## config.mk

```make
export PLATFORM = sky130hd
export DESIGN_NAME = sdram_arbiter
export DESIGN_NICKNAME = d
export VERILOG_FILES = /design/src/rtl/sdram_arbiter.sv
export SDC_FILE = /design/constraint.sdc
export NUM_CORES = 1
export LEC_CHECK = 0
export CAP_MARGIN = 20
export CELL_PAD_IN_SITES_DETAIL_PLACEMENT = 1
export CELL_PAD_IN_SITES_GLOBAL_PLACEMENT = 1
export CORE_UTILIZATION = 33
export CTS_CLUSTER_SIZE = 20
export DETAILED_ROUTE_END_ITERATION = 16
export GPL_ROUTABILITY_DRIVEN = 0
export HOLD_SLACK_MARGIN = 0.15
export PLACE_DENSITY_LB_ADDON = 0.1
export SYNTH_ARGS = -nofsm -noshare
export SYNTH_HDL_FRONTEND = slang
export SYNTH_SLANG_ARGS = --single-unit
export TNS_END_PERCENT = 20
```

## constraint.sdc

```tcl
create_clock -name clk -period 4.48 [get_ports clk]
set_input_delay 0.896 -clock clk [delete_from_list [all_inputs] [get_ports clk]]
set_output_delay 0.896 -clock clk [all_outputs]
set_load 0.01 [all_outputs]
```

## src/rtl/sdram_arbiter.sv

```systemverilog
// rtl/sdram_arbiter.sv - two-port round-robin arbiter in front of a single-command SDRAM controller
module sdram_arbiter #(
    parameter int AW    = 23,
    parameter int DW    = 32,
    parameter int WR_TO = 8
) (
    input  logic          clk,
    input  logic          rst_n,
    input  logic          req0_valid,
    input  logic          req0_rw,
    input  logic [AW-1:0] req0_addr,
    input  logic [DW-1:0] req0_wdata,
    output logic          req0_ready,
    output logic [DW-1:0] req0_rdata,
    output logic          req0_rvalid,
    input  logic          req1_valid,
    input  logic          req1_rw,
    input  logic [AW-1:0] req1_addr,
    input  logic [DW-1:0] req1_wdata,
    output logic          req1_ready,
    output logic [DW-1:0] req1_rdata,
    output logic          req1_rvalid,
    output logic [AW-1:0] ctl_addr,
    output logic          ctl_rw,
    output logic [DW-1:0] ctl_wdata,
    output logic          ctl_in_valid,
    input  logic          ctl_busy,
    input  logic [DW-1:0] ctl_rdata,
    input  logic          ctl_out_valid,
    output logic          owner,
    output logic          active
);
    localparam int CW = $clog2(WR_TO + 1);
    localparam logic [CW-1:0] WR_LAST = CW'(WR_TO - 1);

    typedef enum logic [1:0] {
        IDLE      = 2'd0,
        ISSUE     = 2'd1,
        WAIT_BUSY = 2'd2,
        WAIT_DONE = 2'd3
    } state_t;

    state_t        state;
    logic [CW-1:0] wr_cnt;
    logic          cooldown;
    logic          pick;
    logic          done;

    // Contention goes to the port that did not win last time.
    always_comb begin
        pick = (req0_valid && req1_valid) ? ~owner : req1_valid;
    end

    // A write counts as finished either when busy falls or when busy never showed up in time.
    always_comb begin
        done = 1'b0;
        case (state)
            WAIT_BUSY: done = ctl_rw ? (!ctl_busy && (wr_cnt >= WR_LAST)) : ctl_out_valid;
            WAIT_DONE: done = ctl_rw ? !ctl_busy : ctl_out_valid;
            default:   done = 1'b0;
        endcase
    end

    always_ff @(posedge clk or negedge rst_n) begin
        if (!rst_n) begin
            state        <= IDLE;
            wr_cnt       <= '0;
            cooldown     <= 1'b0;
            owner        <= 1'b1;
            active       <= 1'b0;
            req0_ready   <= 1'b0;
            req1_ready   <= 1'b0;
            req0_rvalid  <= 1'b0;
            req1_rvalid  <= 1'b0;
            req0_rdata   <= '0;
            req1_rdata   <= '0;
            ctl_addr     <= '0;
            ctl_rw       <= 1'b0;
            ctl_wdata    <= '0;
            ctl_in_valid <= 1'b0;
        end else begin
            req0_ready   <= 1'b0;
            req1_ready   <= 1'b0;
            req0_rvalid  <= 1'b0;
            req1_rvalid  <= 1'b0;
            ctl_in_valid <= 1'b0;
            case (state)
                IDLE: begin
                    // One idle cycle after completion keeps accepts at least four cycles apart.
                    if (cooldown) begin
                        cooldown <= 1'b0;
                    end else if ((req0_valid || req1_valid) && !ctl_busy) begin
                        owner        <= pick;
                        active       <= 1'b1;
                        ctl_addr     <= pick ? req1_addr  : req0_addr;
                        ctl_rw       <= pick ? req1_rw    : req0_rw;
                        ctl_wdata    <= pick ? req1_wdata : req0_wdata;
                        req0_ready   <= ~pick;
                        req1_ready   <= pick;
                        ctl_in_valid <= 1'b1;
                        state        <= ISSUE;
                    end
                end
                ISSUE: begin
                    wr_cnt <= CW'(1);
                    state  <= WAIT_BUSY;
                end
                WAIT_BUSY, WAIT_DONE: begin
                    if (done) begin
                        state    <= IDLE;
                        active   <= 1'b0;
                        cooldown <= 1'b1;
                        wr_cnt   <= '0;
                        if (!ctl_rw) begin
                            if (owner) begin
                                req1_rdata  <= ctl_rdata;
                                req1_rvalid <= 1'b1;
                            end else begin
                                req0_rdata  <= ctl_rdata;
                                req0_rvalid <= 1'b1;
                            end
                        end
                    end else if (state == WAIT_BUSY) begin
                        if (ctl_busy) begin
                            state <= WAIT_DONE;
                        end else if (wr_cnt < WR_LAST) begin
                            wr_cnt <= wr_cnt + 1'b1;
                        end
                    end
                end
                default: state <= IDLE;
            endcase
        end
    end

endmodule

```

* Word level (Yosys, flattened, before mapping)
Index checks and enable logic that the tools add are counted.
** Operators by class
- Add/subtract/negate cells :: 1
- $mul :: 0
- Divide/modulo/power cells :: 0
- Magnitude comparators :: 2
- Eq/ne operators :: 10
- Shift-type cells :: 0
- Mux-type cells :: 41
- Bitwise gates (word level) :: 4
- Reduce and logical (&&, ||, !) cells :: 16
** Operators by type and width (count)
- two-way mux 32 bit :: 1
- two-way mux 1 bit :: 25
- two-way mux 23 bit :: 1
- AND reduction 4 bit :: 5
- two-way mux 4 bit :: 4
- inequality test 3 bit, second input constant :: 4
- two-way mux 2 bit :: 5
- case mux 4 bit (2 select lines) :: 1
- inequality test 2 bit, second input constant :: 3
- case mux 1 bit (2 select lines) :: 3
- case mux 2 bit (3 select lines) :: 1
- adder 4 x 1 -> 4 bit, second input constant :: 1
- equality test 2 bit, second input constant :: 2
- greater-or-equal comparator 4 x 3 -> 1 bit, second input constant :: 1
- < comparator 4 x 3 -> 1 bit, second input constant :: 1
- inverter 1 bit :: 4
- nonzero test 2 bit :: 2
- logical AND 1 bit :: 3
- AND reduction 3 bit :: 1
- equality test 2 x 1 -> 1 bit, second input constant :: 1
- logical NOT 2 bit :: 1
- AND reduction 2 bit :: 1
- OR reduction 2 bit :: 1
- logical NOT 1 bit :: 1
- logical OR 1 bit :: 1
** Storage, ports and cells
- Flip-flop bits (word level) :: 134
- Latch bits :: 0
- Memory bits (writable) :: 0
- ROM bits :: 0
- Output and inout bits :: 127
- Word-level logic and storage cells :: 89
- Memories kept :: 0

* Logic depth before layout (Yosys ltp)
Gate-level depths: netlist of run 1.
- Word-level depth :: 6
- Mapped depth :: 7

* Worst setup path after synthesis of run 1
OpenSTA, ideal clock, no wires.
- Path type :: input-to-reg
- From :: input ctl_out_valid
- To :: register req0_rdata[0]
- Arrival time :: 1.755 ns
- Setup slack :: 2.600 ns
- Stages :: 4
- Buffers on the path :: 1
- Path through :: nand2b_1 nor3_4 buf_6 mux2_2
** On the way
- Cells in the longest elaborated chain, start to end :: 3
** Ends and longest elaborated chain
- start: declaration :: RTL line 29 : input logic ctl_out_valid,
- two-way mux 1 bit, on equally long branches :: RTL line 59, 58
- case mux 1 bit (2 select lines) * :: RTL line 57 : case (state)
- AND reduction 4 bit (no source line) *
- end signal: assignment :: RTL line 119 : req0_rdata <= ctl_rdata;
- end: declaration :: RTL line 14 : output logic [DW-1:0] req0_rdata,
Every way passes the cells marked *; elsewhere a longest branch is shown, timed or not.
A chain may end at the register's enable or synchronous reset.

* Worst setup path after layout of run 1
- From :: input req1_valid
- To :: register ctl_rw
** On the way
- Cells in the longest elaborated chain, start to end :: 3
** Ends and longest elaborated chain
- start: declaration :: RTL line 16 : input logic req1_valid,
- logical AND 1 bit or logical OR 1 bit (tied branches) :: RTL line 51, 92
- two-way mux 1 bit or logical AND 1 bit (tied branches) :: RTL line 51, 92
- two-way mux 1 bit or AND reduction 3 bit (tied branches)
- end signal: assignment :: RTL line 96 : ctl_rw <= pick ? req1_rw : req0_rw;
- end: declaration :: RTL line 24 : output logic ctl_rw,
Several ways; a longest one is shown, not always the timed one.

==> impl_metrics.toml, run 1 <==
[worst_setup_path]
type_of_the_setup_path_with_the_least_slack = "input pin to flop"
start_kind = "input pin"
worst_path_max_delay_cell = "sky130_fd_sc_hd__a21boi_4"
cp.required_ps = 4760
worst_ep_arrival_time_ps = 2920
crit_path_cell_trace = "clkdlybuf4s50_1, a21boi_4, buf_4, mux2i_1, o21ai_1"
critical_path.max_stage_delay_ps = 800
setup_crit_start = "req1_valid"
timing.critical_path.fanout_max = 21
r2r_start = "ctl_rw"
worst_setup_path_end_kind = "flop"

[placement]
place.detailed.instances = 910
place.detailed.hpwl_mm = 12.17
port_buffers = 276

[drt]
routed_wirelength_normalized_by_instance_count_um = 17.30
via_per_inst = 4.649
initialDrtViolationCount = 144
first_pass_iters = 4
vias = 4384
drtAntennaViolNets = 0
wirelength_mm = 16.31
route.detailed.drc = 0

[sta]
fmax_ghz = 0.3781
final.setup.tns_ps = 0
final.min_clock_period_ps = 2645
period_share_pct = 59.03
hold_viol = 0
slew_violations = 0
clock-skew-final_ps = 6.694
setup_viol_count_final = 0
worst_slew_pin_slew_ps = 968.5
max-slew-margin-rel_pct = 35.27
setup_repair_after_global_routing_missed_its_margin = "no"

[final_layout]
finish.net_count = 861
antenna-diode-count = 0
fillers = 1710
syn2layout_area_growth_pct = 62.99
mostFrequentLayoutCells = "sky130_fd_sc_hd__clkdlybuf4s50_1, sky130_fd_sc_hd__dfrtp_1, sky130_fd_sc_hd__mux2_2, sky130_fd_sc_hd__nand2_1, sky130_fd_sc_hd__mux2i_1"
post-route-util_pct = 55.15
layoutNonFillerInstCount = 943
drive_gt1_share_pct = 15.91
final_common_cell = "sky130_fd_sc_hd__clkdlybuf4s50_1"

[synthesis]
postSynthCellCount = 432
synth_seq_cells = 134
mappedNetlistArea_sq_um = 5632
netlist-cell-type-count = 34
ys.warnings.count = 0
yosysSeqAreaShare_pct = 59.56
synth.avg_cell_area_sq_um = 13.04
syn-num-nets = 583

[die]
rows = 47
start_util_pct = 33.84
die-width_um = 132.6
chipHeight_um = 132.6
fp.dieArea_sq_um = 17590
core_outline_area_sq_um = 16640
boundaryPins = 277

[cts]
ctsLongestPathBuffers = 2
cts.clk_slew.worst_paths_ps = 60
cts.htree.levels = 4
cts_inserted_buffers = 17
tritoncts_num_sinks = 134
clk-insertion-delay-late_ps = 410
post-cts-setup-buffer-count = 0
post_cts_resized = 0
clockRootBuffer = "sky130_fd_sc_hd__clkbuf_16"
number_of_hold_buffers_added_after_cts = 0
clock_tree_from_tritoncts = "yes"

[flow_run]
cap_violations = 0

[pwr]
worst_ir_drop_vdd_mv = 0.2745
p_leak_nw = 3.969
cellPowerDensity_nw_per_um2 = 668.7

[global_routing]
grt_start_max_net_pins = 100
globalRoute.totalOverflow = 0
first_global_vias = 4876
grt_pass1_wl_mm = 26.01
grt_antenna_before_repair = 1
grt.total_usage_pct = 19.38

[hold_path]
hold_class = "flop to flop"
hp-start = "ctl_wdata[25]"

[status]
status = "completed"
-- through the flow --
| step | total power, W | cell area (sq um) | setup slack [ps] | hold WS (ps) |
|---|---|---|---|---|
| after floorplan | 0.003233 | 5632 | 2600 | 484.4 |
| after global placement | 0.004626 | 8534 | 1403 | 467.0 |
| after detailed placement | 0.004722 | 8534 | 1346 | 478.5 |
| after CTS | 0.006231 | 9159 | 1751 | 494.2 |
| after global routing | 0.006508 | 9179 | 1711 | 513.1 |
| final | 0.006138 | 9179 | 1835 | 484.6 |
-- layout make-up --
type,instances,area [sq um],share of cell area (%)
clock buffers,20,446.7,4.866
clock inverters,12,177.7,1.936
inverters,5,18.77,0.2045
multi-input cells,268,2057,22.41
flip-flops and latches,134,3354,36.55
well taps,220,275.3,2.999
repair buffers,284,2849,31.04
-- cell families (layout without fill, tap and decap cells) --
logic type	count (synthesis)	after routing	synth area share, %
DFF	134	134	59.56
adders and majority gates	1	1	0.2221
and+or+nand+nor	72	72	5.688
AOI/OAI and AO/OA	73	73	7.198
buffers and inverters	30	321	4.177
muxes	122	122	23.15
-- cell usage after synthesis --
cell	number	area (sq um)
sky130_fd_sc_hd__o31ai_1	1	7.510
sky130_fd_sc_hd__o21bai_1	1	7.510
sky130_fd_sc_hd__nor2b_1	1	6.260
sky130_fd_sc_hd__dfrtp_1	133	3328
sky130_fd_sc_hd__nor3_1	1	5.000
sky130_fd_sc_hd__a21o_1	1	7.510
sky130_fd_sc_hd__buf_2	4	20.02
sky130_fd_sc_hd__o21ai_0	10	50.05
sky130_fd_sc_hd__inv_2	1	3.750
sky130_fd_sc_hd__nand2b_1	1	6.260
sky130_fd_sc_hd__buf_4	1	7.510
sky130_fd_sc_hd__ha_1	1	12.51
sky130_fd_sc_hd__a211oi_2	1	12.51
sky130_fd_sc_hd__a21oi_1	5	25.02
sky130_fd_sc_hd__o31ai_2	1	12.51
sky130_fd_sc_hd__nor4_4	1	21.27
sky130_fd_sc_hd__a21boi_2	1	11.26
sky130_fd_sc_hd__inv_1	4	15.01
sky130_fd_sc_hd__mux2_2	66	743.2
sky130_fd_sc_hd__buf_6	15	168.9
sky130_fd_sc_hd__nand2_1	60	225.2
sky130_fd_sc_hd__or2_2	1	6.260
sky130_fd_sc_hd__nand4_1	1	6.260
sky130_fd_sc_hd__clkbuf_2	1	5.000
sky130_fd_sc_hd__dfstp_2	1	26.28
sky130_fd_sc_hd__nor2_1	3	11.26
sky130_fd_sc_hd__and2_1	1	6.260
sky130_fd_sc_hd__clkbuf_1	4	15.01
sky130_fd_sc_hd__mux2i_1	56	560.5
sky130_fd_sc_hd__o21ai_2	1	8.760
sky130_fd_sc_hd__nor3_4	1	16.27
sky130_fd_sc_hd__nand3_2	1	10.01
sky130_fd_sc_hd__o21ai_1	48	240.2
sky130_fd_sc_hd__o21a_1	3	22.52
-- worst paths after layout --
| check | to | slack [ps] | cells past startpoint |
|---|---|---|---|
| worst max-delay path | ctl_rw | 1840 | 5 |
| worst min-delay path | ctl_wdata[25] | 480 | 2 |
| worst max register to register | req1_rdata[13] | 2410 | 3 |
| worst min register to register | ctl_wdata[25] | 480 | 2 |
| max in group asynchronous | ctl_addr[11] | 3050 | 2 |
| min in group asynchronous | req1_rvalid | 550 | 1 |
-- worst max-delay path, delay by kind of cell --
kind / cells / cell delay [ps]
buf+inv: 2 / 900
compound gates: 2 / 890
mux: 1 / 240
-- where the power goes --
group	leakage, nW	internal (W)	total [W]	switching [W]
clock network	0.292	0.000945	0.00146	0.000516
registers	1.65	0.00178	0.00212	0.000337
logic	2.03	0.00151	0.00256	0.00105
-- flip-flops by register name, indices dropped and copies added (netlist names) --
| register | flops |
|---|---|
| ctl_addr | 23 |
| ctl_rw | 1 |
| req0_rvalid | 1 |
| cooldown | 1 |
| req1_rdata | 32 |
| wr_cnt | 4 |
| state | 2 |
| req0_rdata | 32 |
| ctl_in_valid | 1 |
| owner | 1 |
| req1_ready | 1 |
| req0_ready | 1 |
| ctl_wdata | 32 |
| active | 1 |
| req1_rvalid | 1 |
-- layer usage --
metal / vias up / global-route usage (%) / part of all wire, %
met5: - / 0 / 0
met3: 25 / 7.471 / 8.4
met2: 188 / 34.01 / 51
met4: 0 / 7.599 / 2.4
met1: 2114 / 20.98 / 39
li1: 2057 / - / -
(Power assumes the default switching activity.)
==> run 2, diff against run 1 <==
--- a/config.mk
+++ b/config.mk
@@ -8,7 +8,7 @@
 export CAP_MARGIN = 20
 export CELL_PAD_IN_SITES_DETAIL_PLACEMENT = 1
 export CELL_PAD_IN_SITES_GLOBAL_PLACEMENT = 1
-export CORE_UTILIZATION = 33
+export CORE_UTILIZATION = 28
 export CTS_CLUSTER_SIZE = 20
 export DETAILED_ROUTE_END_ITERATION = 16
 export GPL_ROUTABILITY_DRIVEN = 0
==> constraint.sdc (replaced) <==
create_clock -name clk -period 2.2 [get_ports clk]
set_input_delay 0.44 -clock clk [delete_from_list [all_inputs] [get_ports clk]]
set_output_delay 0.44 -clock clk [all_outputs]
set_load 0.01 [all_outputs]
==> run 2 against run 1 <==
Compared with the run above:
- design area increased by 2.0%
- combinational power increased by 110%
- clock power increased by 120%
- count of clock-buffer cells in the layout decreased by 3
- largest power group unchanged
- highest routed layer unchanged
==> impl_metrics.toml, run 2 (synthesis results as in run 1) <==
[status]
status = "completed"

[worst_setup_path]
critical_path.top_delay_family = "flip-flops"
type_of_the_setup_path_with_the_least_slack = "flop to output pin"
worst_path_max_delay_cell = "sky130_fd_sc_hd__dfstp_2"
crit_path_cell_trace = "clkdlybuf4s50_1"
cp_num_buf_inv = 1
cp.required_ps = 1760
worst_ep_arrival_time_ps = 1600
worst_setup_path_end_kind = "output pin"
critical_path.max_stage_delay_ps = 630
start_kind = "flop"
timing.critical_path.fanout_max = 5

[sta]
fmax_ghz = 0.4903
setup_repair_after_global_routing_missed_its_margin = "no"
clock-skew-final_ps = 9.989
final.min_clock_period_ps = 2040
slew_violations = 0
period_share_pct = 92.71
hold_viol = 0
worst_slew_pin_slew_ps = 411.9
setup_viol_count_final = 0
max-slew-margin-rel_pct = 72.54
final.setup.tns_ps = 0

[placement]
place.detailed.hpwl_mm = 12.41
place.detailed.instances = 958
port_buffers = 276

[final_layout]
syn2layout_area_growth_pct = 66.19
antenna-diode-count = 0
mostFrequentLayoutCells = "sky130_fd_sc_hd__clkdlybuf4s50_1, sky130_fd_sc_hd__dfrtp_1, sky130_fd_sc_hd__mux2_2, sky130_fd_sc_hd__nand2_1, sky130_fd_sc_hd__mux2i_1"
drive_gt1_share_pct = 16.28
post-route-util_pct = 47.77
layoutNonFillerInstCount = 990
finish.net_count = 864
reg.largest.list = "ctl_wdata: 32 flops, req0_rdata: 32 flops, req1_rdata: 32 flops"
final_common_cell = "sky130_fd_sc_hd__clkdlybuf4s50_1"
fillers = 2078

[die]
boundaryPins = 277
die-width_um = 143.8
rows = 51
chipHeight_um = 143.8
start_util_pct = 28.75
fp.dieArea_sq_um = 20680
core_outline_area_sq_um = 19590

[pwr]
worst_ir_drop_vdd_mv = 0.5166
power_w = 0.01267
p_leak_nw = 4.030
cellPowerDensity_nw_per_um2 = 1353

[drt]
wirelength_mm = 16.48
first_pass_iters = 4
routed_wirelength_normalized_by_instance_count_um = 16.65
vias = 4405
initialDrtViolationCount = 105
route.detailed.drc = 0
via_per_inst = 4.449
drtAntennaViolNets = 0

[cts]
clockRootBuffer = "sky130_fd_sc_hd__clkbuf_16"
cts.htree.levels = 4
cts_inserted_buffers = 17
cts.clk_slew.worst_paths_ps = 50
ctsLongestPathBuffers = 2
tritoncts_num_sinks = 134
clock_tree_from_tritoncts = "yes"
clk-insertion-delay-late_ps = 410
post-cts-setup-buffer-count = 0

[global_routing]
grt_start_max_net_pins = 64
grt.total_usage_pct = 16.36
first_global_vias = 4801
grt_pass1_wl_mm = 25.50
grt_antenna_before_repair = 0
globalRoute.totalOverflow = 0

[hold_path]
hold_class = "flop to flop"

[flow_run]
cap_violations = 0
## run 2: layout make-up
| class | count | area [sq um] | share of cell area (%) |
|---|---|---|---|
| Clock inverter | 14 | 222.7 | 2.380 |
| Tap cell | 265 | 331.6 | 3.543 |
| Timing Repair Buffer | 287 | 2949 | 31.51 |
| Inverter | 5 | 18.77 | 0.2005 |
| Sequential cell | 134 | 3354 | 35.84 |
| Multi-Input combinational cell | 268 | 2057 | 21.98 |
| Clock buffer | 17 | 425.4 | 4.545 |
## run 2: per-stage QoR
step	setup WS [ps]	hold WS [ps]	area, sq um
after floorplan	559.5	144.4	5632
after global routing	104.6	503.5	9359
after global placement	225.4	384.1	8701
after CTS	125.2	487.8	9359
after detailed placement	173.3	391.2	8701
final	160.3	481.8	9359
## run 2: path summary, 6_finish.rpt
kind	from	to	slack, ps	cells after the start
min reg2reg	ctl_wdata[27]	ctl_wdata[27]	480	2
max reg2reg	wr_cnt[0]	wr_cnt[0]	410	5
max in group asynchronous	rst_n	ctl_wdata[31]	1100	3
min	ctl_wdata[27]	ctl_wdata[27]	480	2
max	owner	owner	160	1
min in group asynchronous	rst_n	req0_rdata[24]	510	2
## run 2: layer usage
layer  up-vias  GRT usage, %  share of wire, %
li1       2060             -                 -
met1      2148         18.27                39
met2       182         27.97                50
met3        15         6.531               9.4
met4         0         5.935               1.4
met5         -             0                 0
## run 2: timing repair
item,in CTS,in global routing
resized for setup,0,0
hold buffers,1,0
endpoints found under the hold margin,37,0
endpoints found under the setup margin,0,0
## run 2: report_power, final
group	switching, W	internal, W
combinational	0.00213	0.00312
clock	0.00112	0.00202
sequential	0.000661	0.00362
==> run 3, diff against run 2 <==
--- a/config.mk
+++ b/config.mk
@@ -8,7 +8,7 @@
 export CAP_MARGIN = 20
 export CELL_PAD_IN_SITES_DETAIL_PLACEMENT = 1
 export CELL_PAD_IN_SITES_GLOBAL_PLACEMENT = 1
-export CORE_UTILIZATION = 28
+export CORE_UTILIZATION = 33
 export CTS_CLUSTER_SIZE = 20
 export DETAILED_ROUTE_END_ITERATION = 16
 export GPL_ROUTABILITY_DRIVEN = 0
==> constraint.sdc (replaced) <==
create_clock -name clk -period 2.5 [get_ports clk]
set_input_delay 0.5 -clock clk [delete_from_list [all_inputs] [get_ports clk]]
set_output_delay 0.5 -clock clk [all_outputs]
set_load 0.01 [all_outputs]
==> run 3 against run 2 <==
Compared with the run above:
- register-to-register slack improved by 240 ps
- sequential share of layout area rose by 0.58 points
- total power fell by 14%
- wire length barely moved
- die area fell by 15%
- via count rose by 1.2%
- final cell count fell by 4.4%
- global-route usage rose by 3.5 points
- combinational power fell by 12%
- critical path depth did not move
- first-iteration DRC count rose by 44%
- core utilization rose by 7.6 points
- largest power group unchanged
- highest routed layer unchanged
==> impl_metrics.toml, run 3 (synthesis results as in run 1) <==
[status]
status = "completed"

[sta]
setup_repair_after_global_routing_missed_its_margin = "no"
hold_ws_ps = 489.8
max-slew-margin-rel_pct = 65.62
clock-skew-final_ps = 6.067
worst_slew_pin_slew_ps = 515.7
hold_viol = 0
period_share_pct = 85.41
final.setup.tns_ps = 0
fmax_ghz = 0.4683
slew_violations = 0
final.min_clock_period_ps = 2135
setup_viol_count_final = 0

[cts]
cts_inserted_buffers = 17
cts.clk_slew.worst_paths_ps = 60
clockRootBuffer = "sky130_fd_sc_hd__clkbuf_16"
tritoncts_num_sinks = 134
clock_tree_from_tritoncts = "yes"
clk-insertion-delay-late_ps = 410
cts.htree.levels = 4
ctsLongestPathBuffers = 2

[placement]
place.detailed.instances = 913
port_buffers = 276
total_placed_instance_area_sq_um = 8594
place.detailed.hpwl_mm = 12.50

[final_layout]
antenna-diode-count = 0
mostFrequentLayoutCells = "sky130_fd_sc_hd__clkdlybuf4s50_1, sky130_fd_sc_hd__dfrtp_1, sky130_fd_sc_hd__mux2_2, sky130_fd_sc_hd__nand2_1, sky130_fd_sc_hd__mux2i_1"
drive_gt1_share_pct = 16.39
final_common_cell = "sky130_fd_sc_hd__clkdlybuf4s50_1"
reg.largest.list = "ctl_wdata: 32 flops, req0_rdata: 32 flops, req1_rdata: 32 flops"
layoutNonFillerInstCount = 946
fillers = 1691
finish.net_count = 864
final_instance_area_sq_um = 9210
syn2layout_area_growth_pct = 63.54

[die]
core_outline_area_sq_um = 16640
die-width_um = 132.6
rows = 47
start_util_pct = 33.84
chipHeight_um = 132.6
boundaryPins = 277
fp.dieArea_sq_um = 17590

[drt]
via_per_inst = 4.711
drtAntennaViolNets = 0
vias = 4457
route.detailed.drc = 0
routed_wirelength_normalized_by_instance_count_um = 17.42
first_pass_iters = 4
wirelength_mm = 16.48
initialDrtViolationCount = 151

[worst_setup_path]
worst_ep_arrival_time_ps = 1640
critical_path.max_stage_delay_ps = 630
critical_path.top_delay_family = "flip-flops"
cp.required_ps = 2000
type_of_the_setup_path_with_the_least_slack = "flop to output pin"
crit_path_cell_trace = "clkdlybuf4s50_1"
timing.critical_path.fanout_max = 5
worst_setup_path_end_kind = "output pin"
start_kind = "flop"
worst_path_max_delay_cell = "sky130_fd_sc_hd__dfstp_2"
cp_num_buf_inv = 1

[hold_path]
hold_class = "flop to flop"

[global_routing]
grt_pass1_wl_mm = 26.79
grt.total_usage_pct = 19.87
grt_antenna_before_repair = 1
grt_start_max_net_pins = 56
globalRoute.totalOverflow = 0
first_global_vias = 5058

[flow_run]
cap_violations = 0

[pwr]
cellPowerDensity_nw_per_um2 = 1187
worst_ir_drop_vdd_mv = 0.5747
p_leak_nw = 3.988
[run 3: cell type report]
class | count | area [sq um] | area share, %
Sequential cell | 134 | 3354 | 36.42
Clock buffer | 17 | 425.4 | 4.619
Multi-Input combinational cell | 268 | 2057 | 22.33
Tap cell | 220 | 275.3 | 2.989
Timing Repair Buffer | 287 | 2899 | 31.48
Clock inverter | 15 | 180.2 | 1.956
Inverter | 5 | 18.77 | 0.2038
[run 3: final timing paths]
path                                  end  depth (start not counted)    startpoint  slack, ps
setup / recovery                    owner                          1         owner        360
hold / removal               ctl_addr[16]                          2  ctl_addr[16]        490
setup reg to reg                wr_cnt[0]                          5     wr_cnt[0]        650
hold reg to reg              ctl_addr[16]                          2  ctl_addr[16]        490
max in group asynchronous   ctl_wdata[21]                          3         rst_n       1190
min in group asynchronous  req1_rdata[27]                          2         rst_n        620
[run 3: what timing repair did]
item	CTS	global route
setup buffers	0	0
hold buffers	1	0
gates resized for setup	0	0
hold endpoints to repair	51	0
[run 3: metrics by stage]
stage	utilization, %	setup WS [ps]	total power, W
floorplan	-	859.5	0.005793
global placement	51.64	389.0	0.008310
detailed placement	51.64	332.5	0.008499
CTS	55.34	328.2	0.01111
global route	55.34	316.0	0.01161
finish	55.34	364.8	0.01093
[run 3: power breakdown]
group / leakage (nW) / internal, W / switching [W] / total (W)
sequential: 1.65 / 0.00319 / 0.000612 / 0.00380
clock: 0.290 / 0.00157 / 0.000959 / 0.00253
combinational: 2.05 / 0.00272 / 0.00188 / 0.00460
[run 3: metal layers]
metal | global-route usage, % | vias up | wire length, um
li1 | - | 2074 | -
met1 | 21.34 | 2171 | 6161
met2 | 35.12 | 184 | 8521
met3 | 7.586 | 28 | 1387
met4 | 7.854 | 0 | 406
met5 | 0 | - | 0
